$ cat src/rtl/demod_pkg.sv
// Shared types for the demodulator lock supervisor: state encodings, loop-gain codes
// and the saturating phase-error magnitude helper.
package demod_pkg;

  typedef enum logic [2:0] {
    ST_IDLE   = 3'd0,
    ST_ACQ    = 3'd1,
    ST_TRACK  = 3'd2,
    ST_LOCKED = 3'd3,
    ST_LOST   = 3'd4
  } state_t;

  localparam logic [1:0] GAIN_WIDE   = 2'd2;
  localparam logic [1:0] GAIN_MED    = 2'd1;
  localparam logic [1:0] GAIN_NARROW = 2'd0;

  // -32768 has no positive twin in 16 bits, so it clamps to 32767.
  function automatic logic [15:0] abs_sat(input logic signed [15:0] x);
    if (x == 16'sh8000)
      return 16'h7FFF;
    else if (x < 0)
      return $unsigned(-x);
    else
      return $unsigned(x);
  endfunction

  function automatic logic [1:0] gain_for(input state_t s);
    case (s)
      ST_TRACK:  return GAIN_MED;
      ST_LOCKED: return GAIN_NARROW;
      default:   return GAIN_WIDE;
    endcase
  endfunction

endpackage

$ cat src/rtl/demod_lock_ctrl_if.sv
// Signal bundle between the demodulator datapath (master) and the lock supervisor (slave).
interface demod_lock_ctrl_if;
  logic               enable;
  logic signed [15:0] phase_error;
  logic               sync_flag;
  logic               header_flag;
  logic               valid_flag;
  logic [1:0]         gain_sel;
  logic               resync;
  logic               locked;
  logic [2:0]         state_o;
  logic [15:0]        frame_cnt;
  logic [15:0]        err_cnt;

  modport master (
    output enable, phase_error, sync_flag, header_flag, valid_flag,
    input  gain_sel, resync, locked, state_o, frame_cnt, err_cnt
  );

  modport slave (
    input  enable, phase_error, sync_flag, header_flag, valid_flag,
    output gain_sel, resync, locked, state_o, frame_cnt, err_cnt
  );
endinterface

$ cat src/rtl/sym_run_counter.sv
// Saturating run-length counter; o_hit flags the increment that reaches LIMIT,
// independent of i_clr so the controller can clear in response to it.
module sym_run_counter #(
  parameter int WIDTH = 16,
  parameter int LIMIT = 4
) (
  input  logic clk,
  input  logic rst,
  input  logic i_inc,
  input  logic i_clr,
  output logic o_hit
);

  localparam logic [WIDTH-1:0] LIM    = WIDTH'(LIMIT);
  localparam logic [WIDTH-1:0] LIM_M1 = WIDTH'(LIMIT - 1);

  logic [WIDTH-1:0] r_count;

  always_ff @(posedge clk or posedge rst) begin
    if (rst)
      r_count <= '0;
    else if (i_clr)
      r_count <= '0;
    else if (i_inc && (r_count < LIM))
      r_count <= r_count + WIDTH'(1);
  end

  assign o_hit = i_inc && (r_count >= LIM_M1);

endmodule

$ cat src/rtl/demod_lock_ctrl.sv
// QPSK receive-chain lock supervisor: loop-gain selection, resync pulses, lock status.
// Define LOCK_STATS_EN to build the saturating good/bad frame statistics counters.
module demod_lock_ctrl
  import demod_pkg::*;
#(
  parameter logic [15:0] PE_THRESH     = 16'd2048,
  parameter int          LOCK_SYMS     = 64,
  parameter int          MISS_SYMS     = 16,
  parameter int          ACQ_TIMEOUT   = 4096,
  parameter int          FRAME_TIMEOUT = 1024,
  parameter int          MISS_FRAMES   = 3
) (
  input logic              clk,
  input logic              rst,
  demod_lock_ctrl_if.slave ctrl
);

  state_t     r_state, w_next;
  logic [1:0] r_gain;
  logic       r_resync, r_locked;
  logic       w_sym, w_in_lock, w_bad, w_resync, w_clr_all, w_acq_restart;
  logic       w_st_acq, w_st_track, w_st_locked;
  logic       w_lock_inc, w_lock_clr, w_lock_hit;
  logic       w_acq_inc, w_acq_hit;
  logic       w_miss_inc, w_miss_clr, w_miss_hit;
  logic       w_wd_inc, w_wd_clr, w_wd_hit;
  logic       w_bad_inc, w_bad_clr, w_bad_hit;

  assign w_sym       = ctrl.sync_flag;
  assign w_in_lock   = abs_sat(ctrl.phase_error) < PE_THRESH;
  assign w_bad       = ctrl.header_flag && !ctrl.valid_flag;
  assign w_st_acq    = (r_state == ST_ACQ);
  assign w_st_track  = (r_state == ST_TRACK);
  assign w_st_locked = (r_state == ST_LOCKED);

  // Increment/clear sources depend only on state and inputs, keeping hit -> clear acyclic.
  assign w_lock_inc = w_st_acq && w_sym && w_in_lock;
  assign w_lock_clr = w_st_acq && w_sym && !w_in_lock;
  assign w_acq_inc  = w_st_acq && w_sym;
  assign w_miss_inc = w_st_track && w_sym && !w_in_lock;
  assign w_miss_clr = w_st_track && w_sym && w_in_lock;
  assign w_wd_inc   = (w_st_track || w_st_locked) && w_sym;
  assign w_wd_clr   = (w_st_track && ctrl.header_flag) || (w_st_locked && ctrl.valid_flag);
  assign w_bad_inc  = w_st_locked && w_bad;
  assign w_bad_clr  = w_st_locked && ctrl.valid_flag;

  sym_run_counter #(.WIDTH(16), .LIMIT(LOCK_SYMS)) u_lock_run (
    .clk(clk), .rst(rst), .i_inc(w_lock_inc),
    .i_clr(w_lock_clr || w_clr_all || w_acq_restart), .o_hit(w_lock_hit)
  );
  sym_run_counter #(.WIDTH(16), .LIMIT(ACQ_TIMEOUT)) u_acq_timer (
    .clk(clk), .rst(rst), .i_inc(w_acq_inc),
    .i_clr(w_clr_all || w_acq_restart), .o_hit(w_acq_hit)
  );
  sym_run_counter #(.WIDTH(16), .LIMIT(MISS_SYMS)) u_miss_run (
    .clk(clk), .rst(rst), .i_inc(w_miss_inc),
    .i_clr(w_miss_clr || w_clr_all), .o_hit(w_miss_hit)
  );
  sym_run_counter #(.WIDTH(16), .LIMIT(FRAME_TIMEOUT)) u_frame_wd (
    .clk(clk), .rst(rst), .i_inc(w_wd_inc),
    .i_clr(w_wd_clr || w_clr_all), .o_hit(w_wd_hit)
  );
  sym_run_counter #(.WIDTH(16), .LIMIT(MISS_FRAMES)) u_bad_run (
    .clk(clk), .rst(rst), .i_inc(w_bad_inc),
    .i_clr(w_bad_clr || w_clr_all), .o_hit(w_bad_hit)
  );

  always_comb begin
    w_next        = r_state;
    w_resync      = 1'b0;
    w_clr_all     = 1'b0;
    w_acq_restart = 1'b0;
    case (r_state)
      ST_IDLE: begin
        w_clr_all = 1'b1;
        w_next    = ST_ACQ;
      end
      ST_ACQ: begin
        if (w_lock_hit) begin
          w_next    = ST_TRACK;
          w_clr_all = 1'b1;
        end else if (w_acq_hit) begin
          w_resync      = 1'b1;
          w_acq_restart = 1'b1;
        end
      end
      ST_TRACK: begin
        if (ctrl.valid_flag) begin
          w_next    = ST_LOCKED;
          w_clr_all = 1'b1;
        end else if (w_wd_hit && !ctrl.header_flag) begin
          w_next    = ST_ACQ;
          w_resync  = 1'b1;
          w_clr_all = 1'b1;
        end else if (w_miss_hit) begin
          w_next    = ST_ACQ;
          w_clr_all = 1'b1;
        end
      end
      ST_LOCKED: begin
        if (!ctrl.valid_flag && (w_bad_hit || w_wd_hit)) begin
          w_next    = ST_LOST;
          w_resync  = 1'b1;
          w_clr_all = 1'b1;
        end
      end
      default: begin
        w_next    = ST_ACQ;
        w_clr_all = 1'b1;
      end
    endcase
    // Dropping enable overrides everything except reset and never pulses resync.
    if (!ctrl.enable) begin
      w_next        = ST_IDLE;
      w_resync      = 1'b0;
      w_clr_all     = 1'b1;
      w_acq_restart = 1'b0;
    end
  end

  always_ff @(posedge clk or posedge rst) begin
    if (rst) begin
      r_state  <= ST_IDLE;
      r_gain   <= GAIN_WIDE;
      r_resync <= 1'b0;
      r_locked <= 1'b0;
    end else begin
      r_state  <= w_next;
      r_gain   <= gain_for(w_next);
      r_resync <= w_resync;
      r_locked <= (w_next == ST_LOCKED);
    end
  end

  assign ctrl.state_o  = r_state;
  assign ctrl.gain_sel = r_gain;
  assign ctrl.resync   = r_resync;
  assign ctrl.locked   = r_locked;

`ifdef LOCK_STATS_EN
  logic [15:0] r_frame_cnt, r_err_cnt;

  // Resync is counted during its pulse cycle, when the state is never LOCKED.
  always_ff @(posedge clk or posedge rst) begin
    if (rst) begin
      r_frame_cnt <= '0;
      r_err_cnt   <= '0;
    end else begin
      if (w_st_locked && ctrl.valid_flag && (r_frame_cnt != 16'hFFFF))
        r_frame_cnt <= r_frame_cnt + 16'd1;
      if (((w_st_locked && w_bad) || r_resync) && (r_err_cnt != 16'hFFFF))
        r_err_cnt <= r_err_cnt + 16'd1;
    end
  end

  assign ctrl.frame_cnt = r_frame_cnt;
  assign ctrl.err_cnt   = r_err_cnt;
`else
  assign ctrl.frame_cnt = '0;
  assign ctrl.err_cnt   = '0;
`endif

endmodule

$ cat src/flat_wrapper.sv
// flat-port wrapper written by rule: the top's interface ports become plain ports
module demod_lock_ctrl_flat import demod_pkg::*;
#(
  parameter logic [15:0] PE_THRESH     = 16'd2048,
  parameter int          LOCK_SYMS     = 64,
  parameter int          MISS_SYMS     = 16,
  parameter int          ACQ_TIMEOUT   = 4096,
  parameter int          FRAME_TIMEOUT = 1024,
  parameter int          MISS_FRAMES   = 3
)
  (clk, rst, ctrl_enable, ctrl_phase_error, ctrl_sync_flag, ctrl_header_flag, ctrl_valid_flag, ctrl_gain_sel, ctrl_resync, ctrl_locked, ctrl_state_o, ctrl_frame_cnt, ctrl_err_cnt);
  demod_lock_ctrl_if ctrl_i ();
  input logic clk;
  input logic rst;
  input wire logic [$bits(ctrl_i.enable)-1:0] ctrl_enable;
  input wire logic [$bits(ctrl_i.phase_error)-1:0] ctrl_phase_error;
  input wire logic [$bits(ctrl_i.sync_flag)-1:0] ctrl_sync_flag;
  input wire logic [$bits(ctrl_i.header_flag)-1:0] ctrl_header_flag;
  input wire logic [$bits(ctrl_i.valid_flag)-1:0] ctrl_valid_flag;
  output wire logic [$bits(ctrl_i.gain_sel)-1:0] ctrl_gain_sel;
  output wire logic [$bits(ctrl_i.resync)-1:0] ctrl_resync;
  output wire logic [$bits(ctrl_i.locked)-1:0] ctrl_locked;
  output wire logic [$bits(ctrl_i.state_o)-1:0] ctrl_state_o;
  output wire logic [$bits(ctrl_i.frame_cnt)-1:0] ctrl_frame_cnt;
  output wire logic [$bits(ctrl_i.err_cnt)-1:0] ctrl_err_cnt;
  assign ctrl_i.enable = ctrl_enable;
  assign ctrl_i.phase_error = ctrl_phase_error;
  assign ctrl_i.sync_flag = ctrl_sync_flag;
  assign ctrl_i.header_flag = ctrl_header_flag;
  assign ctrl_i.valid_flag = ctrl_valid_flag;
  assign ctrl_gain_sel = ctrl_i.gain_sel;
  assign ctrl_resync = ctrl_i.resync;
  assign ctrl_locked = ctrl_i.locked;
  assign ctrl_state_o = ctrl_i.state_o;
  assign ctrl_frame_cnt = ctrl_i.frame_cnt;
  assign ctrl_err_cnt = ctrl_i.err_cnt;
  demod_lock_ctrl #(.PE_THRESH(PE_THRESH), .LOCK_SYMS(LOCK_SYMS), .MISS_SYMS(MISS_SYMS), .ACQ_TIMEOUT(ACQ_TIMEOUT), .FRAME_TIMEOUT(FRAME_TIMEOUT), .MISS_FRAMES(MISS_FRAMES)) u_core (.clk(clk), .rst(rst), .ctrl(ctrl_i));
endmodule
$ cat config.mk
export PLATFORM = sky130hd
export DESIGN_NAME = demod_lock_ctrl_flat
export DESIGN_NICKNAME = d
export VERILOG_FILES = /design/src/rtl/demod_pkg.sv /design/src/rtl/demod_lock_ctrl_if.sv /design/src/rtl/sym_run_counter.sv /design/src/rtl/demod_lock_ctrl.sv /design/src/flat_wrapper.sv
export SDC_FILE = /design/constraint.sdc
export NUM_CORES = 1
export LEC_CHECK = 0
export ABC_AREA = 1
export CAP_MARGIN = 20
export CORE_ASPECT_RATIO = 1.4
export CORE_UTILIZATION = 30
export CTS_CLUSTER_SIZE = 24
export DETAILED_ROUTE_END_ITERATION = 7
export SLEW_MARGIN = 20
export SYNTH_ARGS = -nofsm -noshare
export SYNTH_HDL_FRONTEND = slang
export SYNTH_SLANG_ARGS = --single-unit
$ cat constraint.sdc
create_clock -name clk -period 5.6 [get_ports clk]
set_input_delay 1.4 -clock clk [delete_from_list [all_inputs] [get_ports clk]]
set_output_delay 1.4 -clock clk [all_outputs]
set_load 0.05 [all_outputs]
* After elaboration in Yosys (flattened, before gate mapping) *
Cells that the tools add are included.

storage, ports and cells
  input bits = 22
  latch bits = 0
  bits in read-only memories = 0
  output and inout bits = 39
  memory bits (writable) = 0
  flip-flop bits (word level) = 87
  logic and storage cells = 108
  memories = 0

cells by class
  equal/unequal tests = 6
  reduce and logical (&&, ||, !) cells = 40
  muxes and demuxes = 35
  shift operators = 0
  add/sub/neg operators = 6
  $lt $le $gt $ge = 12
  bitwise gates (word level) = 0
  multipliers = 0
  divide/modulo/power cells = 0

operators by type and width
  operator                                                                        count
  16-bit 2-to-1 mux                                                               12
  16-bit by 1-bit adder with 16-bit output, second input constant                 5
  1-bit logical AND                                                               23
  3-bit 2-to-1 mux                                                                6
  16-bit == test, second input constant                                           1
  16-bit by 10-bit >= comparator with 1-bit output, second input constant         1
  16-bit by 12-bit >= comparator with 1-bit output, second input constant         1
  16-bit by 2-bit >= comparator with 1-bit output, second input constant          1
  16-bit by 4-bit >= comparator with 1-bit output, second input constant          1
  16-bit by 6-bit >= comparator with 1-bit output, second input constant          1
  16-bit by 1-bit less-than comparator with 1-bit output, second input constant   1
  16-bit by 11-bit less-than comparator with 1-bit output, second input constant  1
  16-bit by 12-bit less-than comparator with 1-bit output, second input constant  1
  16-bit by 13-bit less-than comparator with 1-bit output, second input constant  1
  16-bit by 2-bit less-than comparator with 1-bit output, second input constant   1
  16-bit by 5-bit less-than comparator with 1-bit output, second input constant   1
  16-bit by 7-bit less-than comparator with 1-bit output, second input constant   1
  16-bit negation                                                                 1
  1-bit 2-to-1 mux                                                                13
  3-bit by 2-bit == test with 1-bit output, second input constant                 4
  2-bit nonzero test                                                              5
  1-bit logical OR                                                                9
  3-bit case mux with 3 select lines                                              1
  1-bit case mux with 3 select lines                                              2
  other kinds (3)                                                                 5

* Depth between registers and ports, before layout *
  depth after elaboration = 15
  depth in mapped cells = 13
  depth with buffers taken out = 13

* Hierarchy *
Synthesis repeated with hierarchy kept, for this count alone.

unflattened totals
  cells, all modules = 623
  area total of the unflattened synthesis = 4820.9 µm²

modules (own cells, without submodules)
  module                                instances  area each (µm²)  cells an instance  seq. area each (µm²)
  sym_run_counter (u_core.u_acq_timer)  1          887.1            116                400.4
  demod_lock_ctrl                       1          845.8            134                176.4
  sym_run_counter (u_core.u_frame_wd)   1          832.0            111                400.4
  sym_run_counter (u_core.u_lock_run)   1          804.5            100                400.4
  sym_run_counter (u_core.u_miss_run)   1          730.7            84                 400.4
  sym_run_counter (u_core.u_bad_run)    1          720.7            78                 400.4

* Worst setup path before layout *
No wires, ideal clock.

  path kind = input port to flip-flop
  start point = in ctrl_phase_error[2]
  end point = reg u_core.u_frame_wd.r_count[0]
  data required time = 5.528 ns
  setup time = 0.072 ns
  stages = 11
  setup slack = 2.810 ns
  arrival = 2.719 ns
  path buffers = 1
  cells stage by stage = or2_1 -> nor2_1 -> nand2_1 -> nand2_1 -> nand2_1 -> nand3_2 -> nand2_1 -> a21oi_4 -> nand4_2 -> buf_2 -> nor2_1

on the way
  cells in the longest elaborated chain, start to end = 14
  elaborated cells between the ends (all ways) = 20
  those cells by class = add/sub: 1; order compare: 2; eq/ne: 1; mux: 9; reduce/logical: 7

RTL lines
  item                                                                                              RTL line                          RTL
  start, declared                                                                                   flat_wrapper.sv:16                input wire logic [$bits(ctrl_i.phase_error)-1:0] ctrl_phase_error;
  16-bit negation / 16-bit by 1-bit less-than comparator with 1-bit output (equally long branches)  demod_pkg.sv:22, demod_pkg.sv:21
  16-bit 2-to-1 mux                                                                                 demod_pkg.sv:21                   else if (x < 0)
  16-bit 2-to-1 mux (*)                                                                             demod_pkg.sv:19                   if (x == 16'sh8000)
  16-bit by 12-bit less-than comparator with 1-bit output (*)                                       demod_lock_ctrl.sv:30             assign w_in_lock = abs_sat(ctrl.phase_error) < PE_THRESH;
  1-bit logical NOT                                                                                 demod_lock_ctrl.sv:40             assign w_miss_inc = w_st_track && w_sym && !w_in_lock;
  1-bit logical AND                                                                                 demod_lock_ctrl.sv:40
  1-bit logical AND                                                                                 sym_run_counter.sv:28             assign o_hit = i_inc && (r_count >= LIM_M1);
  1-bit 2-to-1 mux                                                                                  demod_lock_ctrl.sv:95             end else if (w_miss_hit) begin
  1-bit 2-to-1 mux                                                                                  demod_lock_ctrl.sv:91             end else if (w_wd_hit && !ctrl.header_flag) begin
  1-bit 2-to-1 mux                                                                                  demod_lock_ctrl.sv:88             if (ctrl.valid_flag) begin
  1-bit case mux with 3 select lines (*)                                                            demod_lock_ctrl.sv:73             case (r_state)
  1-bit 2-to-1 mux (*)                                                                              demod_lock_ctrl.sv:113            if (!ctrl.enable) begin
  1-bit logical OR (*)                                                                              demod_lock_ctrl.sv:61             .i_clr(w_wd_clr || w_clr_all), .o_hit(w_wd_hit)
  16-bit 2-to-1 mux / 2-bit nonzero test (equally long branches)                                    -
  end signal, assigned                                                                              sym_run_counter.sv:25             r_count <= r_count + WIDTH'(1);
  end, declared                                                                                     sym_run_counter.sv:17             logic [WIDTH-1:0] r_count;

Every way passes the cells marked *; elsewhere a longest branch is shown, timed or not.
A chain may end at the register's enable or synchronous reset.

* Final worst setup path *
  start point = in ctrl_phase_error[2]
  end point = reg u_core.u_acq_timer.r_count[1]

on the way
  cells in the longest elaborated chain, start to end = 14
  elaborated cells between the ends (all ways) = 23
  those cells by class = add/sub: 1; order compare: 2; eq/ne: 1; mux: 12; reduce/logical: 7

RTL lines
  item                                                                                              RTL line                          RTL
  16-bit negation / 16-bit by 1-bit less-than comparator with 1-bit output (equally long branches)  demod_pkg.sv:22, demod_pkg.sv:21
  16-bit 2-to-1 mux                                                                                 demod_pkg.sv:21
  16-bit 2-to-1 mux (*)                                                                             demod_pkg.sv:19
  16-bit by 12-bit less-than comparator with 1-bit output (*)                                       demod_lock_ctrl.sv:30
  1-bit logical NOT                                                                                 demod_lock_ctrl.sv:40
  1-bit logical AND                                                                                 demod_lock_ctrl.sv:40
  1-bit logical AND                                                                                 sym_run_counter.sv:28
  1-bit 2-to-1 mux                                                                                  demod_lock_ctrl.sv:95
  1-bit 2-to-1 mux                                                                                  demod_lock_ctrl.sv:91
  1-bit 2-to-1 mux                                                                                  demod_lock_ctrl.sv:88
  1-bit case mux with 3 select lines                                                                demod_lock_ctrl.sv:73
  1-bit 2-to-1 mux                                                                                  demod_lock_ctrl.sv:113
  1-bit logical OR (*)                                                                              demod_lock_ctrl.sv:53             .i_clr(w_clr_all || w_acq_restart), .o_hit(w_acq_hit)
  16-bit 2-to-1 mux / 2-bit nonzero test (equally long branches)                                    -
  end signal, assigned                                                                              sym_run_counter.sv:25
  end, declared                                                                                     sym_run_counter.sv:17

Marked as above.

==> impl_metrics.ini <==
[status]
status = finished clean

[floorplan]
initial_core_util_pct = 30.7
core-area_sq_um = 13800
die_x_microns = 103
die_y_microns = 143
die_area_sq_um = 14600
row_count = 51
ios = 61

[clocking]
cts.htree.levels = 3
cts_inserted_buffers = 9
clockBufferDepth = 2
clock_sinks = 87
post_cts_buffers = 0
hold_buffers = 0
cts_root_buf = clkbuf_16
clk_pin_slew_worst_paths_ns = 0.06
clk_latency_ns = 0.34
cts.repair.resized = 0
cts_tree = done

[detailed_routing]
ant_nets = 0
firstDrtPassIters = 4
viasPerCell = 4.14
drt_iter0_drc = 127
num_vias = 3067
totalWireLength_mm = 7.40
drc = 0
wl_per_cell_microns = 9.98

[synth]
seq_area_frac_synth_pct = 51.3
ys_warn_count = 0
synth-main-ff-cell = dfrtp_1
synthTopCellsByCount = nor2_1, dfrtp_1, inv_1
synth_area_sq_um = 4250
syn_area_per_cell_sq_um = 8.20
ys_ff_latch = 87
async_flop_share_pct = 100
synth_largest_area_cell = dfrtp_1
synth_most_common_cell = nor2_1
synth_cell_type_count = 30
netlist.area_leader.share_pct = 50.7
syn_inst = 518
synth-edff-count = 0
synth_area_leaders = dfrtp_1, nor2_1, inv_1, nand2_1, buf_4

[global_route]
grt_max_degree = 52
grt_pass1_vias = 2908
globalRouteTotalUtil_pct = 11.3
overflow = 0
grt_pass1_wl_mm = 12.8
antenna_found_initial = 0

[setup_path]
start_kind = input port
cp.arrival_ns = 3.48
crit_path_end = u_core.u_acq_timer.r_count[1]
path_class = in -> reg
r2r_slack_ns = 3.35
worst_r2r_endpoint = u_core.u_acq_timer.r_count[1]
reg2reg_depth = 10
end_kind = flop
regToRegStartpoint = u_core.u_frame_wd.r_count[0]
worstSetupStartpoint = ctrl_phase_error[2]
crit_fanout = 14
crit_required_ns = 5.85

[timing]
rsz0062_at_grt = no
fin_crit_sh_pct = 57.7
min_period_ns = 3.23
setup_viol = 0
clock_skew_ns = 0.00413
tightest_slew_ns = 0.876
fin_tns_setup_ns = 0
hold_viol_final = 0
slew_headroom_pct = 41.5
drv_slew = 0
fmax_ghz = 0.309

[place]
gp_congestion = 0.887
port_buffers = 28
hpwl_mm = 5.38

[finish]
diodes = 0
syn_to_final_growth_pct = 15.8
nets = 580
drive_gt1_share_pct = 4.68
post-route-util_pct = 35.5
nFillCells = 1449

[min_path]
hp-class = reg -> reg
hold_depth = 2

[power_and_ir_drop]
p_leak_uw = 0.00230
power_density_nw_per_um2 = 269
peakVddDrop_v = 0.000145

[job]
drv_cap = 0
## worst min-delay path by stage
stage                                   startpoint                        endpoint  slack (ns)
finish                u_core.u_lock_run.r_count[8]    u_core.u_lock_run.r_count[8]        0.49
global route          u_core.u_lock_run.r_count[9]    u_core.u_lock_run.r_count[9]        0.51
CTS                   u_core.u_lock_run.r_count[8]    u_core.u_lock_run.r_count[8]        0.49
detailed placement    u_core.u_lock_run.r_count[8]    u_core.u_lock_run.r_count[8]        0.48
global placement      u_core.u_lock_run.r_count[6]    u_core.u_lock_run.r_count[6]        0.47
floorplan           u_core.u_acq_timer.r_count[14]  u_core.u_acq_timer.r_count[14]        0.46
## logic make-up after synthesis
kind of cell | Yosys count | share of synthesized area [%]
other | 1 | 0.0883
XOR/XNOR | 23 | 4.74
flip-flops | 87 | 51.3
adder cells (fa/ha/maj) | 6 | 1.77
buffers and inverters | 121 | 13.7
AND/OR/NAND/NOR | 267 | 26.4
multiplexers | 1 | 0.236
AO/OA/AOI/OAI | 12 | 1.83
## placed cells by master, fill, tap and decap left out, types with 3 or more instances in the layout
| cell | count |
|---|---|
| ha_1 | 6 |
| nor3_1 | 12 |
| nand3_2 | 3 |
| conb_1 | 32 |
| clkinv_2 | 4 |
| xnor2_1 | 6 |
| a21oi_1 | 6 |
| inv_1 | 82 |
| dfrtp_1 | 86 |
| xor2_1 | 17 |
| nand2_1 | 81 |
| clkbuf_16 | 9 |
| nand4_1 | 10 |
| nor2_1 | 129 |
| clkdlybuf4s50_1 | 28 |
| nand3_1 | 24 |
## final cells by class
cell class / count / area [sq um] / area share (%)
Sequential cell: 87 / 2180 / 44.3
Multi-Input combinational cell: 341 / 1600 / 32.6
Inverter: 84 / 317 / 6.44
Timing Repair Buffer: 29 / 288 / 5.85
Clock buffer: 11 / 253 / 5.14
Tap cell: 185 / 231 / 4.71
Clock inverter: 4 / 45.0 / 0.916
## worst max-delay path, stage by stage
cell and delay [ns]:
clkdlybuf4s50_1 0.39, or2_1 0.22, nor2_1 0.10, nand2_1 0.06, nand2_1 0.07, nand2_1 0.11
nand3_2 0.11, nand2_1 0.09, a21oi_4 0.23, nand3_1 0.43, a21oi_1 0.26
## routing by layer
metal  wire length, microns  GRT usage [%]
met5                      0              0
met4                    178           5.64
met3                    268           3.03
met2                   3470           18.1
met1                   3480           13.9
## registers in the layout, indices dropped and copies added (netlist names)
register / flops
u_core.u_lock_run.r_count: 16
u_core.ctrl.gain_sel: 2
u_core.u_frame_wd.r_count: 16
u_core.u_miss_run.r_count: 16
u_core.ctrl.locked: 1
u_core.u_bad_run.r_count: 16
u_core.ctrl.resync: 1
u_core.u_acq_timer.r_count: 16
u_core.ctrl.state_o: 3
## metrics by stage
| step | hold WS (ns) | std cells | power (uW) | setup slack [ns] | area, sq um |
|---|---|---|---|---|---|
| finish | 0.489 | 741 | 1320 | 2.37 | 4920 |
| global route | 0.509 | 741 | 1380 | 2.15 | 4920 |
| CTS | 0.494 | 741 | 1340 | 2.34 | 4920 |
| detailed placement | 0.481 | 726 | 742 | 1.98 | 4620 |
| global placement | 0.470 | 726 | 741 | 2.03 | 4620 |
| floorplan | 0.460 | 549 | 734 | 1.95 | 4360 |
## power breakdown
| group | internal (uW) | switching, uW |
|---|---|---|
| Clock | 365 | 229 |
| Combinational | 18.8 | 79.8 |
| Sequential | 629 | 0.744 |
| Total | 1010 | 309 |
(Power assumes the default switching activity.)
